<file path="src/rtl/spi_ram_arbiter.sv">
`default_nettype none
// +--------------------------------------------------------------------------+
// | Module   : spi_ram_arbiter                                               |
// | Purpose  : Two-port (instruction fetch / load-store) arbiter and         |
// |            sequencer in front of a single SPI RAM controller. One        |
// |            transaction in flight; start pulse, busy tracking, read-data  |
// |            capture and one-cycle acknowledge to the owning port.         |
// | Options  : `define ARB_ROUND_ROBIN_EN -> ties alternate between ports;   |
// |            otherwise the load/store port always wins a tie.              |
// | Revision : 1.0  initial release                                          |
// +--------------------------------------------------------------------------+
module spi_ram_arbiter #(
  parameter int ADDR_BITS = 16,
  parameter int DATA_BITS = 16
) (
  input  logic                 clk,
  input  logic                 rst,
  input  logic                 fetch_req,
  input  logic [ADDR_BITS-1:0] fetch_addr,
  output logic                 fetch_ack,
  output logic [DATA_BITS-1:0] fetch_data,
  input  logic                 mem_req,
  input  logic                 mem_we,
  input  logic [ADDR_BITS-1:0] mem_addr,
  input  logic [DATA_BITS-1:0] mem_wdata,
  output logic                 mem_ack,
  output logic [DATA_BITS-1:0] mem_rdata,
  output logic [ADDR_BITS-1:0] ram_addr,
  output logic [DATA_BITS-1:0] ram_wdata,
  output logic                 ram_start_read,
  output logic                 ram_start_write,
  input  logic [DATA_BITS-1:0] ram_rdata,
  input  logic                 ram_busy
);

  typedef enum logic [2:0] {
    IDLE   = 3'd0,
    ISSUE  = 3'd1,
    SETTLE = 3'd2,
    WAIT   = 3'd3,
    ACK    = 3'd4
  } state_t;

  state_t r_state;
  state_t w_next;

  logic r_owner_mem;       // 1: load/store port owns the transaction
  logic r_is_write;        // direction of the transaction in flight
  logic r_last_grant_mem;  // 1: the most recently completed owner was mem

  logic w_grant;
  logic w_grant_mem;
  logic w_grant_write;
  logic w_done;

  // Arbitration: only evaluated in IDLE while the controller is free
  always_comb begin
    w_grant       = 1'b0;
    w_grant_mem   = 1'b0;
    w_grant_write = 1'b0;
    w_done        = (r_state == WAIT) && !ram_busy;
    if ((r_state == IDLE) && !ram_busy && (fetch_req || mem_req)) begin
      w_grant = 1'b1;
`ifdef ARB_ROUND_ROBIN_EN
      // On a tie, the port that did not go last wins
      w_grant_mem = mem_req && (!fetch_req || !r_last_grant_mem);
`else
      // Fixed priority: mem wins any tie
      w_grant_mem = mem_req;
`endif
      w_grant_write = w_grant_mem && mem_we;
    end
  end

  // Next-state sequencing
  always_comb begin
    w_next = r_state;
    case (r_state)
      IDLE:    if (w_grant) w_next = ISSUE;
      ISSUE:   w_next = SETTLE;
      SETTLE:  w_next = WAIT;   // busy is ignored while the controller raises it
      WAIT:    if (!ram_busy) w_next = ACK;
      ACK:     w_next = IDLE;
      default: w_next = IDLE;
    endcase
  end

  // State register
  always_ff @(posedge clk) begin
    if (rst) r_state <= IDLE;
    else     r_state <= w_next;
  end

  // Registered outputs: grant latch, start pulses, read capture and acks
  always_ff @(posedge clk) begin
    if (rst) begin
      r_owner_mem     <= 1'b0;
      r_is_write      <= 1'b0;
      ram_addr        <= '0;
      ram_wdata       <= '0;
      ram_start_read  <= 1'b0;
      ram_start_write <= 1'b0;
      fetch_ack       <= 1'b0;
      mem_ack         <= 1'b0;
      fetch_data      <= '0;
      mem_rdata       <= '0;
    end else begin
      ram_start_read  <= 1'b0;
      ram_start_write <= 1'b0;
      fetch_ack       <= 1'b0;
      mem_ack         <= 1'b0;
      if (w_grant) begin
        r_owner_mem     <= w_grant_mem;
        r_is_write      <= w_grant_write;
        ram_addr        <= w_grant_mem ? mem_addr : fetch_addr;
        if (w_grant_write) ram_wdata <= mem_wdata;
        ram_start_read  <= !w_grant_write;
        ram_start_write <= w_grant_write;
      end
      if (w_done) begin
        if (!r_is_write) begin
          if (r_owner_mem) mem_rdata  <= ram_rdata;
          else             fetch_data <= ram_rdata;
        end
        fetch_ack <= !r_owner_mem;
        mem_ack   <= r_owner_mem;
      end
    end
  end

  // Remember the owner of each completed transaction for tie-breaking
  always_ff @(posedge clk) begin
    if (rst) r_last_grant_mem <= 1'b0;
    else     r_last_grant_mem <= (r_state == ACK) ? r_owner_mem : r_last_grant_mem;
  end

endmodule
`default_nettype wire

</file>
<file path="config.mk">
export PLATFORM = sky130hd
export DESIGN_NAME = spi_ram_arbiter
export DESIGN_NICKNAME = d
export VERILOG_FILES = /design/src/rtl/spi_ram_arbiter.sv
export SDC_FILE = /design/constraint.sdc
export NUM_CORES = 1
export LEC_CHECK = 0
export ABC_AREA = 1
export CAP_MARGIN = 20
export CORE_ASPECT_RATIO = 1.4
export CORE_MARGIN = 1.5
export CORE_UTILIZATION = 29
export CTS_BUF_LIST = sky130_fd_sc_hd__clkbuf_16
export DETAILED_ROUTE_END_ITERATION = 10
export GPL_TIMING_DRIVEN = 0
export MAX_ROUTING_LAYER = met4
export SKIP_CTS_REPAIR_TIMING = 1
export SYNTH_ARGS = -nofsm -noshare
export SYNTH_HDL_FRONTEND = slang
export SYNTH_SLANG_ARGS = --single-unit
</file>
<file path="constraint.sdc">
create_clock -name clk -period 2.6 [get_ports clk]
set_input_delay 0.39 -clock clk [delete_from_list [all_inputs] [get_ports clk]]
set_output_delay 0.39 -clock clk [all_outputs]
set_load 0.01 [all_outputs]
</file>
==> key figures, run 1 <==
Global route
  – Vias in the first global route: 3,099
  – First-pass GRT wire length: 14,600 µm
  – GRT overflow: 0
  – Pin count of the biggest net entering global routing: 13
  – Antenna violations before repair: 0
  – GRT Resource Usage Total: 16.6%

Timing
  – RSZ-0062 raised after global routing: false
  – Final period demand of the worst path: 1620 ps
  – Highest Clock Rate: 0.619 GHz
  – Number of pins exceeding their max-slew limit in the final report: 0
  – Post-Route Setup TNS: 0 ps
  – Worst hold margin: 343 ps
  – Fraction of the cycle the final worst path needs: 62.1%
  – Relative slew margins: 65.3%
  – Least-Margin Pin Slew: 520 ps
  – Hold Fails Final Rpt: 0
  – Clock skew after layout: 4.41 ps
  – # setup viols final: 0

Synth
  – Area of the mapped netlist: 3150 µm²
  – Cells after synthesis: 464
  – Syn. warnings: 0
  – Yosys cell types: 21
  – Top cell type's share of synthesized area: 46.4%
  – Per-instance average area after synthesis: 6.79 µm²
  – Count of flip-flops with a built-in enable after synthesis: 0
  – Cell types occupying the most area after synthesis: sky130_fd_sc_hd__dfxtp_1 46%, sky130_fd_sc_hd__nand2_1 15%, sky130_fd_sc_hd__nor2_1 14%
  – Sequential cell area fraction in the yosys report: 46.4%
  – List of most frequent post-synthesis cells: 122 x sky130_fd_sc_hd__nand2_1, 118 x sky130_fd_sc_hd__nor2_1, 73 x sky130_fd_sc_hd__dfxtp_1
  – FFs w/ async S/R, synth: 0%
  – Cell type with the largest total area after synthesis: sky130_fd_sc_hd__dfxtp_1
  – Flip-flop and latch count after synthesis: 73
  – Synthesized netlist net count: 534
  – Main flop type after synthesis: sky130_fd_sc_hd__dfxtp_1
  – Most used standard cell by instance count after synthesis: sky130_fd_sc_hd__nand2_1

Worst setup path
  – Stage delay of the slowest cell on the critical path: 560 ps
  – Startpoint Class: register
  – Origin of the critical flop-to-flop path: r_state[1]
  – Worst path buffer plus inverter count: 1
  – Req. time, crit path: 2210 ps
  – Maximum fanout along the worst path: 2
  – Worst r2r dst: fetch_data[12]
  – CP Data Arrival Time: 1230 ps
  – Stages on worst setup path: 1
  – CP top delay family: buffers and inverters
  – Critical path class: reg2out
  – Register-to-register path setup slack: 1260 ps
  – Worst setup EP type: primary output
  – Path depth of the worst reg2reg path: 6
  – Worst setup path start: fetch_data[4]
  – CP endpoint: fetch_data[4]
  – Series of cell instances along the critical path: clkdlybuf4s50_1
  – Highest-delay cell along the critical path: sky130_fd_sc_hd__clkdlybuf4s50_1

Layout
  – Final core occ: 47.7%
  – Growth of design area from synthesis to finish: 58.2%
  – Count of filler cells inserted in the layout: 1,080
  – Multi-input combinational cell area: 1310 µm²
  – Antenna diode instance count: 0
  – Non-Filler Instances: 753
  – Layout cells sized above 1: 7.80%
  – Layout Nets: 680
  – Storage cell area: 1460 µm²

Clock tree
  – H-Tree Depth: 3
  – Clock transition at the register clock pins on the worst setup and hold paths after CTS: 60 ps
  – CTS buffer count: 9
  – Worst-Skew Late Latency: 320 ps
  – CTS tree: done
  – Root buffer cell: sky130_fd_sc_hd__clkbuf_16
  – Buffer depth of the longest clock path: 2
  – Num Clock Sinks: 73

Die
  – # rows: 44
  – Core Footprint: 10,500 µm²
  – Boundary Pins: 138
  – Chip width: 91.1 µm
  – Floorplan die height: 126 µm
  – Die footprint: 11,500 µm²
  – Initial core utilization: 30.1%

Job
  – Max-cap violation count: 0

Power
  – Internal: 2.27 mW
  – Power share of the sequential group: 40.5%
  – Relative contribution of the clock network to total power: 42.8%
  – Leak: 2.32 nW
  – Power spent charging and discharging nets: 0.727 mW
  – Maximum vdd drop: 0.000309 V
  – Fraction of power spent switching nets: 24.3%
  – Power density over cell area: 601 nW/µm²
  – Logic gate share of total power: 16.7%

Drt
  – Number of detailed-routing iterations run before antenna repair: 5
  – Total wirelength of the detailed-routed design: 9070 µm
  – Post-detailed-route count of antenna-violating nets: 0
  – DR vias: 3,210
  – Count of unresolved DRC violations after routing: 0
  – DR vias/cell: 4.26
  – Drt first-iter violations: 80
  – Detail-routed net length per standard cell: 12.0 µm

Placed design
  – Placer Congestion: 0.810
  – I/O Buffers: 135
  – Placed instance count: 737
  – Half-perimeter wire length after detailed placement: 7030 µm

Hold path
  – Worst Hold Class: in2reg

Status
  – Run status: completed
[per-stage QoR]
stage               worst slack (ps)  cell area (µm²)  total power, mW
floorplan                       1340             3150             1.47
global placement                 786             4680             1.74
detailed placement               728             4680             1.74
CTS                              955             4990             3.04
global route                     936             4990             3.14
finish                           985             4990             3.00
[cell families (layout without fill, tap and decap cells)]
| kind of cell | Yosys count | count (layout) | share of synthesized area (%) |
|---|---|---|---|
| buffers and inverters | 83 | 234 | 12.1 |
| DFF | 73 | 73 | 46.4 |
| AOI/OAI and AO/OA | 21 | 21 | 3.61 |
| and+or+nand+nor | 287 | 287 | 37.9 |
[per-layer routing]
layer  vias up  track usage [%]  wire length, µm
met1      1403             18.6             3910
met3        11             3.18              387
met5         -                -                0
met4         0             7.54              197
li1       1694                -                -
met2       102             28.3             4580
[state kept, by name, indices dropped and copies added (netlist names)]
register and flops:
r_is_write 1, ram_addr 16, ram_start_read 1, mem_ack 1, fetch_data 16, fetch_ack 1
r_owner_mem 1, mem_rdata 16, r_state 3, ram_wdata 16, ram_start_write 1
[how the worst min path moves through the flow]
stage / cells past startpoint / slack [ps] / end / from
6_report: 2 / 340 / r_is_write / rst
4_1_cts: 2 / 340 / r_is_write / rst
3_5_place_dp: 2 / 460 / ram_wdata[6] / ram_wdata[6]
2_1_floorplan: 1 / 450 / fetch_ack / r_owner_mem
3_3_place_gp: 2 / 460 / ram_wdata[15] / ram_wdata[15]
5_1_grt: 2 / 350 / r_is_write / rst
[cell type report]
cell class                 instances  share of cell area [%]
timing repair buffer             135                    27.1
buffer                            26                    3.36
clock inverter                     7                    1.71
clock buffer                       9                    4.52
inverter                          57                    4.29
multi-input combinational        308                    26.2
tap                              138                    3.46
sequential                        73                    29.3
[power groups by stage]
stage	clock, mW	sequential [mW]	combinational [mW]
6_report	1.28	1.21	0.500
5_1_grt	1.37	1.22	0.547
4_1_cts	1.32	1.21	0.508
3_5_place_dp	0	1.24	0.505
3_3_place_gp	0	1.24	0.500
2_1_floorplan	0	1.26	0.215
[layout by cell type (no fill, tap or decap)]
cell type	synthesis	layout
sky130_fd_sc_hd__a21oi_1	18	18
sky130_fd_sc_hd__clkinv_2	0	1
sky130_fd_sc_hd__nand3_4	1	1
sky130_fd_sc_hd__buf_4	2	2
sky130_fd_sc_hd__clkinv_1	0	3
sky130_fd_sc_hd__nand3_1	21	21
sky130_fd_sc_hd__dfxtp_1	73	73
sky130_fd_sc_hd__buf_2	14	14
sky130_fd_sc_hd__buf_6	6	6
sky130_fd_sc_hd__nand4_1	16	16
sky130_fd_sc_hd__nand2_2	1	1
sky130_fd_sc_hd__bufinv_16	0	2
sky130_fd_sc_hd__a21oi_2	1	1
sky130_fd_sc_hd__clkinv_4	0	1
sky130_fd_sc_hd__a31oi_1	1	1
sky130_fd_sc_hd__nor2_4	2	2
sky130_fd_sc_hd__nor2_1	118	118
sky130_fd_sc_hd__nand3_2	2	2
sky130_fd_sc_hd__inv_1	54	54
sky130_fd_sc_hd__clkbuf_16	0	9
sky130_fd_sc_hd__clkdlybuf4s50_1	0	135
sky130_fd_sc_hd__nor2_2	2	2
sky130_fd_sc_hd__nor3_1	2	2
sky130_fd_sc_hd__nand2_1	122	122
sky130_fd_sc_hd__inv_2	3	3
sky130_fd_sc_hd__clkbuf_1	4	4
sky130_fd_sc_hd__o21ai_2	1	1
(Power assumes the default switching activity.)
==> run 2: changes to the inputs <==
==> constraint.sdc (replaced) <==
create_clock -name clk -period 1.4 [get_ports clk]
set_input_delay 0.21 -clock clk [delete_from_list [all_inputs] [get_ports clk]]
set_output_delay 0.21 -clock clk [all_outputs]
set_load 0.01 [all_outputs]
==> key figures, run 2 (synthesis results as in run 1) <==
Clock tree
  – Buffer depth of the longest clock path: 2 (unchanged)
  – CTS buffer count: 9 (unchanged)
  – Num Clock Sinks: 73 (unchanged)
  – Root buffer cell: sky130_fd_sc_hd__clkbuf_16
  – Clock transition at the register clock pins on the worst setup and hold paths after CTS: 60 ps (about the same)
  – Worst-Skew Late Latency: 320 ps (about the same)
  – CTS tree: done
  – H-Tree Depth: 3 (unchanged)

Worst setup path
  – Maximum fanout along the worst path: 1 (-1)
  – Path depth of the worst reg2reg path: 6 (unchanged)
  – Series of cell instances along the critical path: clkdlybuf4s50_1
  – Stages on worst setup path: 1 (unchanged)
  – Critical path class: reg2out
  – Origin of the critical flop-to-flop path: r_state[1]
  – Worst setup path start: ram_start_write
  – CP endpoint: ram_start_write
  – Worst path buffer plus inverter count: 1 (unchanged)
  – Register-to-register path setup slack: 140 ps (-1120 ps)
  – CP Data Arrival Time: 1150 ps (-80 ps)
  – Worst setup EP type: primary output
  – Req. time, crit path: 1190 ps (-1020 ps)
  – Worst r2r dst: fetch_data[12]
  – Stage delay of the slowest cell on the critical path: 520 ps (-40 ps)
  – Startpoint Class: register
  – Highest-delay cell along the critical path: sky130_fd_sc_hd__clkdlybuf4s50_1
  – CP top delay family: buffers and inverters

Layout
  – Layout Nets: 682 (+0.29%)
  – Non-Filler Instances: 755 (+0.27%)
  – Most frequent cells in the layout: 122 x sky130_fd_sc_hd__nand2_1, 118 x sky130_fd_sc_hd__nor2_1, 72 x sky130_fd_sc_hd__dfxtp_1, 68 x sky130_fd_sc_hd__clkdlybuf4s50_1, 67 x sky130_fd_sc_hd__dlymetal6s2s_1
  – Layout cells sized above 1: 8.27% (+0.46 points)
  – Commonest non-fill, non-tap cell in the layout: sky130_fd_sc_hd__nand2_1
  – Summed area of non-filler cells in the final layout: 5180 µm² (+3.9%)
  – Growth of design area from synthesis to finish: 64.3%
  – Antenna diode instance count: 0 (unchanged)

Global route
  – GRT overflow: 0 (unchanged)
  – First-pass GRT wire length: 14,600 µm (unchanged)
  – Vias in the first global route: 3,099 (unchanged)
  – GRT Resource Usage Total: 16.6% (unchanged)
  – Antenna violations before repair: 0 (unchanged)
  – Pin count of the biggest net entering global routing: 13 (unchanged)

Timing
  – Highest Clock Rate: 0.734 GHz
  – Final period demand of the worst path: 1360 ps
  – Least-Margin Pin Slew: 509 ps (-10.4 ps)
  – Clock skew after layout: 4.07 ps (-0.335 ps)
  – # setup viols final: 0 (unchanged)
  – Fraction of the cycle the final worst path needs: 97.3%
  – Post-Route Setup TNS: 0 ps (unchanged)
  – Worst hold margin: 166 ps (-177 ps)
  – Hold Fails Final Rpt: 0 (unchanged)
  – Relative slew margins: 66.0% (+0.69 points)
  – Number of pins exceeding their max-slew limit in the final report: 0 (unchanged)

Die
  – Chip width: 91.1 µm (unchanged)
  – Initial core utilization: 30.1% (unchanged)
  – # rows: 44 (unchanged)
  – Core Footprint: 10,500 µm² (unchanged)
  – Floorplan die height: 126 µm (unchanged)
  – Boundary Pins: 138 (unchanged)
  – Die footprint: 11,500 µm² (unchanged)

Drt
  – Total wirelength of the detailed-routed design: 9350 µm (+3.0%)
  – Post-detailed-route count of antenna-violating nets: 0 (unchanged)
  – DR vias/cell: 4.28 (+0.42%)
  – Detail-routed net length per standard cell: 12.4 µm (+2.7%)
  – Count of unresolved DRC violations after routing: 0 (unchanged)
  – DR vias: 3,232 (+0.69%)
  – Drt first-iter violations: 64 (-20%)
  – Number of detailed-routing iterations run before antenna repair: 4 (-1)

Job
  – Max-cap violation count: 0 (unchanged)

Placed design
  – Instance area after placement: 4680 µm² (unchanged)
  – Half-perimeter wire length after detailed placement: 7030 µm (unchanged)
  – Placed instance count: 737 (unchanged)
  – Placer Congestion: 0.810 (unchanged)
  – I/O Buffers: 135 (unchanged)

Power
  – Power density over cell area: 1070 nW/µm² (+79%)
  – Total power after layout: 5.57 mW (+86%)
  – Maximum vdd drop: 0.000576 V (+87%)
  – Leak: 3.53 nW (+52%)

Hold path
  – Worst Hold Class: in2reg

Status
  – Run status: completed
[run 2: how the worst min path moves through the flow]
stage	start	to	slack, ps	cells after the start
2_1_floorplan	ram_rdata[0]	fetch_data[0]	340	2
4_1_cts	rst	r_is_write	160	2
5_1_grt	rst	r_is_write	170	2
6_report	rst	r_is_write	170	2
3_3_place_gp	ram_wdata[15]	ram_wdata[15]	460	2
3_5_place_dp	ram_wdata[6]	ram_wdata[6]	460	2
[run 2: stage by stage]
step                utilization, %  setup slack (ps)
detailed placement            44.7              -292
floorplan                        -               264
global placement              44.7              -234
finish                        49.5              37.7
global route                  49.5             -2.00
CTS                           47.7             -65.2
[run 2: metal layers]
layer  wire length (µm)  vias to the layer above  track usage (%)
met4                195                        0             7.54
met2               4800                       94             28.3
met1               3940                     1428             18.6
met5                  0                        -                -
met3                412                       11             3.18
li1                   -                     1699                -
[run 2: worst reg2reg max path, stage by stage (launching register included)]
cell	delay, ps
sky130_fd_sc_hd__dfxtp_2	380
sky130_fd_sc_hd__nand2_2	80
sky130_fd_sc_hd__nor2_4	130
sky130_fd_sc_hd__nand3_2	140
sky130_fd_sc_hd__buf_2	230
sky130_fd_sc_hd__nor2_1	140
sky130_fd_sc_hd__nor2_1	60
[run 2: final cells by class]
| cell class | count | area [µm²] |
|---|---|---|
| buffer | 26 | 171 |
| clock buffer | 9 | 225 |
| clock inverter | 7 | 85.1 |
| fill | 1078 | 5280 |
| inverter | 57 | 214 |
| multi-input combinational | 308 | 1310 |
| sequential | 73 | 1460 |
| tap | 138 | 173 |
| timing repair buffer | 137 | 1530 |
[run 2: power by group]
| part | leakage, nW | switching [mW] | internal [mW] | total [mW] |
|---|---|---|---|---|
| clock | 0.152 | 0.836 | 1.54 | 2.38 |
| combinational | 2.78 | 0.455 | 0.483 | 0.938 |
| sequential | 0.593 | 0.0623 | 2.19 | 2.25 |
| total | 3.53 | 1.35 | 4.21 | 5.57 |
==> run 3: changes to the inputs <==
--- a/config.mk
+++ b/config.mk
@@ -7,7 +7,7 @@
 export LEC_CHECK = 0
 export ABC_AREA = 1
 export CAP_MARGIN = 20
-export CORE_ASPECT_RATIO = 1.4
+export CORE_ASPECT_RATIO = 0.5
 export CORE_MARGIN = 1.5
 export CORE_UTILIZATION = 29
 export CTS_BUF_LIST = sky130_fd_sc_hd__clkbuf_16
==> key figures, run 3 (synthesis results as in run 1) <==
Status
  – Run status: completed

Timing
  – Clock skew after layout: 4.12 ps (+0.0479 ps)
  – # setup viols final: 0 (unchanged)
  – Number of pins exceeding their max-slew limit in the final report: 0 (unchanged)
  – Hold Fails Final Rpt: 0 (unchanged)
  – Relative slew margins: 62.4% (-3.6 points)
  – Fraction of the cycle the final worst path needs: 97.3% (about the same)
  – Final period demand of the worst path: 1360 ps (+0.583 ps)
  – Highest Clock Rate: 0.734 GHz (about the same)
  – Worst hold margin: 169 ps (+3.20 ps)
  – Least-Margin Pin Slew: 564 ps (+54.5 ps)
  – Post-route worst setup slack: 37.1 ps (-0.583 ps)
  – RSZ-0062 raised after global routing: false

Clock tree
  – Worst-Skew Late Latency: 330 ps (about the same)
  – H-Tree Depth: 3 (unchanged)
  – CTS buffer count: 9 (unchanged)
  – Buffer depth of the longest clock path: 2 (unchanged)
  – Num Clock Sinks: 73 (unchanged)
  – Root buffer cell: sky130_fd_sc_hd__clkbuf_16
  – Clock transition at the register clock pins on the worst setup and hold paths after CTS: 60 ps (about the same)
  – CTS tree: done

Layout
  – Antenna diode instance count: 0 (unchanged)
  – Final core occ: 50.3% (+0.76 points)
  – Commonest non-fill, non-tap cell in the layout: sky130_fd_sc_hd__nand2_1
  – Growth of design area from synthesis to finish: 65.5%
  – Layout cells sized above 1: 8.55% (+0.28 points)
  – Layout Nets: 686 (+0.59%)
  – Most frequent cells in the layout: 122 x sky130_fd_sc_hd__nand2_1, 118 x sky130_fd_sc_hd__nor2_1, 72 x sky130_fd_sc_hd__dfxtp_1, 68 x sky130_fd_sc_hd__clkdlybuf4s50_1, 67 x sky130_fd_sc_hd__dlymetal6s2s_1

Drt
  – Total wirelength of the detailed-routed design: 9470 µm (+1.3%)
  – Detail-routed net length per standard cell: 12.5 µm (+0.65%)
  – Drt first-iter violations: 123 (+92%)
  – DR vias: 3,236 (+0.12%)
  – DR vias/cell: 4.26 (-0.53%)
  – Post-detailed-route count of antenna-violating nets: 0 (unchanged)
  – Number of detailed-routing iterations run before antenna repair: 4 (unchanged)
  – Count of unresolved DRC violations after routing: 0 (unchanged)

Global route
  – Pin count of the biggest net entering global routing: 12 (-1)
  – First-pass GRT wire length: 15,100 µm (+3.7%)
  – GRT Resource Usage Total: 17.5% (+0.89 points)
  – GRT overflow: 0 (unchanged)
  – Vias in the first global route: 3,046 (-1.7%)
  – Antenna violations before repair: 0 (unchanged)

Worst setup path
  – Worst setup path start: ram_start_write
  – CP top delay family: buffers and inverters
  – Critical path class: reg2out
  – Register-to-register path setup slack: 140 ps (about the same)
  – Stages on worst setup path: 1 (unchanged)
  – Req. time, crit path: 1190 ps (about the same)
  – Worst path buffer plus inverter count: 1 (unchanged)
  – Series of cell instances along the critical path: clkdlybuf4s50_1
  – Origin of the critical flop-to-flop path: r_state[2]
  – Maximum fanout along the worst path: 1 (unchanged)
  – Stage delay of the slowest cell on the critical path: 520 ps (about the same)
  – CP endpoint: ram_start_write
  – Startpoint Class: register
  – Worst setup EP type: primary output
  – Worst r2r dst: ram_wdata[12]
  – CP Data Arrival Time: 1150 ps (about the same)
  – Highest-delay cell along the critical path: sky130_fd_sc_hd__clkdlybuf4s50_1
  – Path depth of the worst reg2reg path: 7 (+1)

Placed design
  – Placer Congestion: 0.777 (-4.1%)
  – Pre-CTS worst setup slack: -229 ps (+63.2 ps)
  – I/O Buffers: 135 (unchanged)
  – Half-perimeter wire length after detailed placement: 6870 µm (-2.3%)

Die
  – # rows: 26 (-41%)
  – Core Footprint: 10,400 µm² (-0.79%)
  – Chip width: 150 µm (+65%)
  – Boundary Pins: 138 (unchanged)
  – Initial core utilization: 30.4% (+0.24 points)
  – Die footprint: 11,500 µm² (+0.25%)
  – Floorplan die height: 76.7 µm (-39%)

Power
  – Maximum vdd drop: 0.000643 V (+12%)
  – Power density over cell area: 1060 nW/µm² (-0.96%)
  – Leak: 3.55 nW (+0.54%)
  – Total power after layout: 5.55 mW (-0.25%)

Hold path
  – Worst Hold Class: in2reg

Job
  – Max-cap violation count: 0 (unchanged)
[run 3: changes by cell type in the layout (fill, tap and decap cells not counted)]
| cell | delta |
|---|---|
| sky130_fd_sc_hd__buf_2 | -2 |
| sky130_fd_sc_hd__nand3_4 | +2 |
| sky130_fd_sc_hd__nor2_2 | +1 |
| sky130_fd_sc_hd__nor2_4 | -1 |
| sky130_fd_sc_hd__clkinv_2 | -1 |
| sky130_fd_sc_hd__nand3_2 | -2 |
| sky130_fd_sc_hd__clkinv_4 | -1 |
| sky130_fd_sc_hd__buf_4 | +6 |
| sky130_fd_sc_hd__inv_1 | +1 |
[run 3: how the worst min path moves through the flow]
stage | from | to | slack, ps | cells past startpoint
2_1_floorplan | ram_rdata[0] | fetch_data[0] | 340 | 2
5_1_grt | rst | r_is_write | 180 | 2
3_3_place_gp | ram_wdata[10] | ram_wdata[10] | 460 | 2
3_5_place_dp | ram_wdata[9] | ram_wdata[9] | 460 | 2
4_1_cts | rst | r_is_write | 150 | 2
6_report | rst | r_is_write | 170 | 2
[run 3: where the power goes]
group,internal [mW],leakage (nW),total [mW],switching (mW)
combinational,0.489,2.80,0.951,0.462
sequential,2.19,0.593,2.25,0.0611
clock,1.52,0.149,2.35,0.826
total,4.20,3.55,5.55,1.35
[run 3: final cells by class]
| cell class | instances | area, µm² |
|---|---|---|
| plain buffers | 26 | 176 |
| clock buffers | 9 | 225 |
| clock inverters | 6 | 75.1 |
| fillers | 1052 | 5160 |
| inverters | 57 | 214 |
| multi-input cells | 308 | 1320 |
| flip-flops and latches | 73 | 1460 |
| well taps | 140 | 175 |
| repair buffers | 141 | 1560 |
[run 3: routing by layer]
| layer | track usage [%] | part of all wire [%] | up-vias |
|---|---|---|---|
| met4 | 5.88 | 0.65 | 0 |
| met2 | 26.8 | 45 | 80 |
| li1 | - | - | 1712 |
| met1 | 22.5 | 49 | 1434 |
| met3 | 4.17 | 5.3 | 10 |
| met5 | - | 0 | - |
[run 3: metrics by stage]
stage	area [µm²]	setup TNS, ps	std cells
2_1_floorplan	3150	0	464
3_3_place_gp	4680	-6850	739
3_5_place_dp	4680	-7930	739
4_1_cts	4980	-1780	754
5_1_grt	5220	0	760
6_report	5220	0	760
